[src/rtl/uart_rx_fsm_sampler.sv]
// uart_rx_fsm_sampler
//   Control and datapath stage of a UART receiver. It works beside an
//   external edge/bit counter: this block drives the counter enables, takes
//   a 3-point majority vote of RX_IN around mid-bit, walks the frame through
//   start, data, optional parity and stop, deserialises LSB-first into
//   P_DATA, and reports the frame outcome as single-cycle pulses.
//
// Ports
//   CLK          system clock, rising edge
//   RST          synchronous active-high reset
//   RX_IN        serial line (idles high, already synchronised)
//   PAR_EN       1 = frame carries a parity bit
//   PAR_TYP      0 = even parity, 1 = odd parity
//   prescaler    oversampling ratio (even, 8..30), quasi-static per frame
//   Edge_Counter edge index within the current bit, from the counter
//   Bit_Counter  data-bit index, from the counter
//   Done         high when Edge_Counter == prescaler-1
//   Edge_EN_CNT  enables the edge counter
//   Bit_EN_CNT   enables the bit counter (0 clears it)
//   P_DATA       received byte
//   Data_Valid   1-cycle pulse: frame good
//   Par_Err      1-cycle pulse: parity mismatch
//   Stp_Err      1-cycle pulse: stop bit sampled low
module uart_rx_fsm_sampler #(
  parameter int DATA_WIDTH = 8,
  parameter int PRESCALE_W = 5
) (
  input  logic                  CLK,
  input  logic                  RST,
  input  logic                  RX_IN,
  input  logic                  PAR_EN,
  input  logic                  PAR_TYP,
  input  logic [PRESCALE_W-1:0] prescaler,
  input  logic [PRESCALE_W-1:0] Edge_Counter,
  input  logic [2:0]            Bit_Counter,
  input  logic                  Done,
  output logic                  Edge_EN_CNT,
  output logic                  Bit_EN_CNT,
  output logic [DATA_WIDTH-1:0] P_DATA,
  output logic                  Data_Valid,
  output logic                  Par_Err,
  output logic                  Stp_Err
);

  typedef enum logic [2:0] {
    IDLE   = 3'd0,
    START  = 3'd1,
    DATA   = 3'd2,
    PARITY = 3'd3,
    STOP   = 3'd4
  } state_t;

  localparam logic [2:0] LAST_BIT = 3'(DATA_WIDTH - 1);

  state_t                state_q;
  logic                  s0_q, s1_q, s2_q;
  logic                  sampled_q;
  logic                  par_bad_q;
  logic [DATA_WIDTH-1:0] p_data_q;
  logic                  data_valid_q, par_err_q, stp_err_q;

  logic [PRESCALE_W-1:0] mid, mid_m1, mid_p1, mid_p2, mid_p3;

  function automatic logic majority3(input logic a, input logic b, input logic c);
    return (a & b) | (a & c) | (b & c);
  endfunction

  // Sample points around the middle of the bit; legal prescalers keep
  // mid+3 at or below prescaler-1, so the vote and the data shift both
  // complete no later than the Done edge.
  always_comb begin
    mid    = prescaler >> 1;
    mid_m1 = mid - PRESCALE_W'(1);
    mid_p1 = mid + PRESCALE_W'(1);
    mid_p2 = mid + PRESCALE_W'(2);
    mid_p3 = mid + PRESCALE_W'(3);
  end

  // Enables are Moore outputs decoded straight from the state register.
  assign Edge_EN_CNT = (state_q != IDLE);
  assign Bit_EN_CNT  = (state_q == DATA);

  assign P_DATA     = p_data_q;
  assign Data_Valid = data_valid_q;
  assign Par_Err    = par_err_q;
  assign Stp_Err    = stp_err_q;

  always_ff @(posedge CLK) begin
    if (RST) begin
      state_q      <= IDLE;
      s0_q         <= 1'b0;
      s1_q         <= 1'b0;
      s2_q         <= 1'b0;
      sampled_q    <= 1'b0;
      par_bad_q    <= 1'b0;
      p_data_q     <= '0;
      data_valid_q <= 1'b0;
      par_err_q    <= 1'b0;
      stp_err_q    <= 1'b0;
    end else begin
      data_valid_q <= 1'b0;
      par_err_q    <= 1'b0;
      stp_err_q    <= 1'b0;

      if (Edge_EN_CNT) begin
        if (Edge_Counter == mid_m1) s0_q <= RX_IN;
        if (Edge_Counter == mid)    s1_q <= RX_IN;
        if (Edge_Counter == mid_p1) s2_q <= RX_IN;
        if (Edge_Counter == mid_p2) sampled_q <= majority3(s0_q, s1_q, s2_q);
      end

      case (state_q)
        IDLE: begin
          if (!RX_IN) begin
            state_q   <= START;
            par_bad_q <= 1'b0;
          end
        end
        START: begin
          // A start bit that votes high was a glitch on the idle line.
          if (Done) state_q <= sampled_q ? IDLE : DATA;
        end
        DATA: begin
          // Shift right so the first bit received ends up in bit 0.
          if (Edge_Counter == mid_p3)
            p_data_q <= {sampled_q, p_data_q[DATA_WIDTH-1:1]};
          if (Done && (Bit_Counter == LAST_BIT))
            state_q <= PAR_EN ? PARITY : STOP;
        end
        PARITY: begin
          if (Done) begin
            par_bad_q <= (sampled_q != ((^p_data_q) ^ PAR_TYP));
            state_q   <= STOP;
          end
        end
        STOP: begin
          if (Done) begin
            state_q <= IDLE;
            // A framing error outranks a parity error.
            if (!sampled_q)     stp_err_q    <= 1'b1;
            else if (par_bad_q) par_err_q    <= 1'b1;
            else                data_valid_q <= 1'b1;
          end
        end
        default: state_q <= IDLE;
      endcase
    end
  end

endmodule

[config.mk]
export PLATFORM = sky130hd
export DESIGN_NAME = uart_rx_fsm_sampler
export DESIGN_NICKNAME = d
export VERILOG_FILES = /design/src/rtl/uart_rx_fsm_sampler.sv
export SDC_FILE = /design/constraint.sdc
export NUM_CORES = 1
export LEC_CHECK = 0
export BUFFER_PORTS_ARGS = -buffer_cell sky130_fd_sc_hd__clkbuf_2
export CAP_MARGIN = 20
export CORE_ASPECT_RATIO = 1.5
export CORE_UTILIZATION = 27
export DETAILED_ROUTE_END_ITERATION = 8
export GPL_TIMING_DRIVEN = 0
export PLACE_DENSITY = 0.55
export SETUP_SLACK_MARGIN = 0.2
export SYNTH_ARGS = -nofsm -noshare
export SYNTH_HDL_FRONTEND = slang
export SYNTH_SLANG_ARGS = --single-unit
[constraint.sdc]
create_clock -name CLK -period 2 [get_ports CLK]
set_input_delay 0.4 -clock CLK [delete_from_list [all_inputs] [get_ports CLK]]
set_output_delay 0.4 -clock CLK [all_outputs]
set_load 0.02 [all_outputs]
# Word-level counts from Yosys, hierarchy flattened
# Cells that the tools add are included.
# totals
regBits	19
output_inout_bits	13
elab_cells	67
inputBits	19
# classes
n_eq_ne	16
addsub	4
muxes	14
bitwise	9
n_reduce_logical	14
# ops
op	count
$eq A5 B5 Y1	4
$mux W3	6
$pmux W3 S5	1
$add A4 B2 Y5 const B	2
$reduce_and A2 Y1	5
$ne A2 B2 Y1 const B	4
$reduce_xor A8 Y1	1
$eq A3 B2 Y1 const B	2
$eq A3 B3 Y1 const B	2
$add A4 B1 Y5 const B	1
$eq A5 B4 Y1	1
$mux W1	5
$reduce_and A5 Y1	1
$sub A4 B1 Y5 const B	1
$reduce_or A4 Y1	1
$and A1 B1 Y1	3
$eq A3 B1 Y1 const B	1
$logic_not A3 Y1	1
$not A1 Y1	3
$reduce_and A3 Y1	1
$reduce_bool A3 Y1	1
$reduce_or A3 Y1	1
$mux W2	1
$ne A2 B1 Y1 const B	1
other kinds (6)	7

# Logic depth before layout (Yosys ltp)
# logic_depth
word_depth	5
mapped_depth	9
mapped_depth_nobuf	7

# Worst setup path after synthesis
# OpenSTA, ideal clock, no wires.
# synth_timing
path_type	input-to-reg
start	input prescaler[2]
end	register p_data_q[2] (netlist: P_DATA[2])
arrival_time_ps	1948
n_path_buf	2
setup_time_ps	119
cell_stages	9
setup_slack_ps	-67
t_required_ps	1881
cell_sequence	inv_1 -> ha_1 -> clkbuf_1 -> xor2_1 -> a21oi_1 -> a21oi_1 -> or4_4 -> buf_6 -> mux2i_1
# synth_via
elab_chain_cells	3
# synth_lines
element	line	text
from (decl)	33	input logic [PRESCALE_W-1:0] prescaler,
$add A4 B2 Y5	76	mid_p3 = mid + PRESCALE_W'(3);
$eq A5 B5 Y1	125	if (Edge_Counter == mid_p3)
$reduce_and A2 Y1 (no line)	-	
to (signal assigned)	126	p_data_q <= {sampled_q, p_data_q[DATA_WIDTH-1:1]};
to (decl)	59	logic [DATA_WIDTH-1:0] p_data_q;
# No other way between the ends.
# A chain may end at the register's enable or synchronous reset.

# Final worst setup path
# layout_timing
start	input prescaler[2]
end	register p_data_q[1] (netlist: P_DATA[1])
# Same word-level chain as after synthesis.

==> qor.csv <==
metric;value;unit
total gr overflow;0;
clk_lat worst skew;0.26;ns
CP max stage cell;or4_4;
# setup viols final;0;
Yosys top cell by area;dfxtp_1;
Syn. warnings;0;
delay-heaviest family, CP;simple AND/OR/NAND/NOR gates;
synthesis-to-finish area growth;35.73;%
Ant. Diodes;0;
TritonCTS Buffers;3;
Reg clk slew, reported paths;0.07;ns
area of the multi-input gates;948.4;sq um
LEAKAGE;0.7342;nW
EDFF count, synth;0;
Pwr Density;507.9;mW/mm^2
Core ar.;0.004617;sq mm
ranking of synthesized cells by area;dfxtp_1, xnor2_1, mux2i_1, ha_1, nand2b_1;
Vias;1194;
Worst setup EP type;register;
CTS root buf;clkbuf_8;
syn nets;181;
placed cells;247;
Via density;4.646;
Post-synth top flop;dfxtp_1;
DP Wirelength;2.334;mm
worst path bufs/invs;4;
max-slew violations;0;
Initial Util;28.59;%
die area;0.005178;sq mm
register area;380.4;sq um
max cap viols;0;
worst vdd ir;0.3386;mV
number of routed nets with antenna violations;0;
clk buf depth;2;
vias in the first global route;1188;
Synth Area per Inst;8.462;sq um
crit-path max cell delay;0.48;ns
top cell type's share of synthesized area;28.82;%
average wire per standard cell;11.78;microns
Final Net Count;219;
Remaining DRCs;0;
Switching Share;30.01;%
share of cells above drive strength 1;31.61;%
post-synthesis cell type count;40;
sequential share of the synthesized area;28.82;%
cell internal pwr;0.6369;mW
CP max FO;5;
maximum clock rate;540.2;MHz
Critical Path AT;1.99;ns
Final Hold Fails;0;
CTS Hold Bufs;0;
antenna violations before repair;0;
final core utilization;38.81;%
CTS Sinks;19;
PortBufs;27;
global-route wire length before repair;5.126;mm
combinational share of power;28.1;%
die extent in y;87.64;microns
CTS tree;done;
Ports;32;
Detailed Route WL;3.027;mm
CP required;2.14;ns
die width;59.09;microns
CTS H-tree depth;1;
All-Layer GR Usage;12.53;%
Worst slew margin;65.77;%
Cell Count, Final, Fillers Out;257;
crit path cell chain;clkbuf_16 -> inv_12 -> ha_4 -> buf_8 -> nor3b_4 -> a211o_1 -> a21oi_2 -> or4_4 -> buf_6 -> mux2i_2;
asr flop ratio synth;0;%
initial drt markers;58;
Post-Syn Area;0.001320;sq mm
unrepaired setup endpoints after global routing;yes;
number of fillers in the final layout;484;
Psw;0.2731;mW
top-count cell post-synth;dfxtp_1;
drt pass-1 iters;4;
Worst-Margin Slew;0.5092;ns
Hold Path Class;register to register;
row cnt;30;
critical path class;input pin to register;
post-layout min period;1.851;ns
Post-Syn Instances;156;
Seq pwr share;42.6;%
period utilization;92.56;%
Final Skew;0.005632;ns
Final GP Congestion;0.7729;
crit start category;input pin;
status;complete, no violations;
#FFs+latches synth;19;
Clk pwr share;29.4;%
most frequent cells after synthesis;dfxtp_1, xnor2_1, nand2b_1, mux2i_1;
largest net degree at the start of global routing;12;
-- power groups by stage --
stage                     Clock [mW]  Combinational (mW)  Sequential, mW
after floorplan                    0               0.146           0.395
after global placement             0               0.208           0.396
after detailed placement           0               0.208           0.396
final                          0.267               0.255           0.387
after CTS                      0.270               0.232           0.387
after global routing           0.290               0.285           0.388
-- final timing paths --
kind	from	to	slack [ns]	cells past startpoint
worst max-delay path	prescaler[2]	P_DATA[1]	0.15	10
worst min-delay path	par_bad_q	Data_Valid	0.44	1
worst max register to register	state_q[2]	P_DATA[1]	0.33	6
worst min register to register	par_bad_q	Data_Valid	0.44	1
-- stage by stage --
stage	cell area, sq um	worst slack [ns]	hold WS, ns	total power, mW	TNS, ns
after detailed placement	1579	-0.2772	0.4360	0.6039	-2.347
final	1792	0.1488	0.4407	0.9100	0
after CTS	1729	0.1124	0.4503	0.8890	0
after global placement	1579	-0.2702	0.4333	0.6036	-2.223
after floorplan	1364	0.09321	0.3963	0.5417	0
after global routing	1792	0.09776	0.4644	0.9632	0
-- layout make-up --
cell class,count,share of cell area [%]
Timing Repair Buffer,33,12.29
Clock buffer,3,2.304
Tap cell,64,4.469
Sequential cell,19,21.23
Multi-Input combinational cell,117,52.93
Inverter,10,2.933
Clock inverter,1,0.2793
Buffer,10,3.561
-- worst reg2reg max path: stages (launching register included) --
cell and delay, ns:
dfxtp_1 0.30, clkbuf_2 0.18, nor2_1 0.13, nand2_1 0.11
or4_4 0.55, buf_6 0.15, mux2i_2 0.14
-- state kept, by name, summed over array words and instances, names as in the netlist --
register	cells
Data_Valid	1
P_DATA	8
Par_Err	1
Stp_Err	1
par_bad_q	1
s0_q	1
s1_q	1
s2_q	1
sampled_q	1
state_q	3
-- cells by family after synthesis --
logic type	count (synthesis)	share of synthesized area, %
mux	11	8.342
fa+ha+maj	7	6.445
simple gates	56	23.89
compound gates	22	10.81
flops	19	28.81
xor+xnor	21	15.36
buf+inv	20	6.351
-- layer usage --
| metal | share of wire [%] | global-route usage, % | vias up |
|---|---|---|---|
| met5 | 0 | 0 | - |
| met1 | 41 | 14.71 | 556 |
| li1 | - | - | 609 |
| met4 | 0.96 | 3.463 | 0 |
| met2 | 55 | 23.55 | 25 |
| met3 | 3.1 | 1.182 | 4 |
-- cells in the final DEF (no fill, tap or decap), types with 2 or more instances in the layout --
master,instances
a211oi_1,2
a21oi_1,6
a21oi_2,2
buf_4,6
clkbuf_1,4
clkbuf_16,2
clkbuf_2,28
clkbuf_8,3
dfxtp_1,19
ha_1,5
inv_1,8
mux2i_1,10
nand2_1,9
nand2b_1,12
nand3_1,4
nand3b_1,2
nand4_1,2
nor2_1,10
nor3_1,3
nor4_1,2
nor4_2,2
o21ai_0,4
xnor2_1,14
xor2_1,3
xor2_2,2
xor2_4,2
-- what timing repair did --
| action | CTS | global route |
|---|---|---|
| pin swaps | 5 | 5 |
| setup buffers | 5 | 1 |
| resized for setup | 11 | 15 |
| hold endpoints to repair | 0 | 0 |
| setup endpoints to repair | 11 | 14 |
Note: power is estimated with default switching activity, not from simulation.
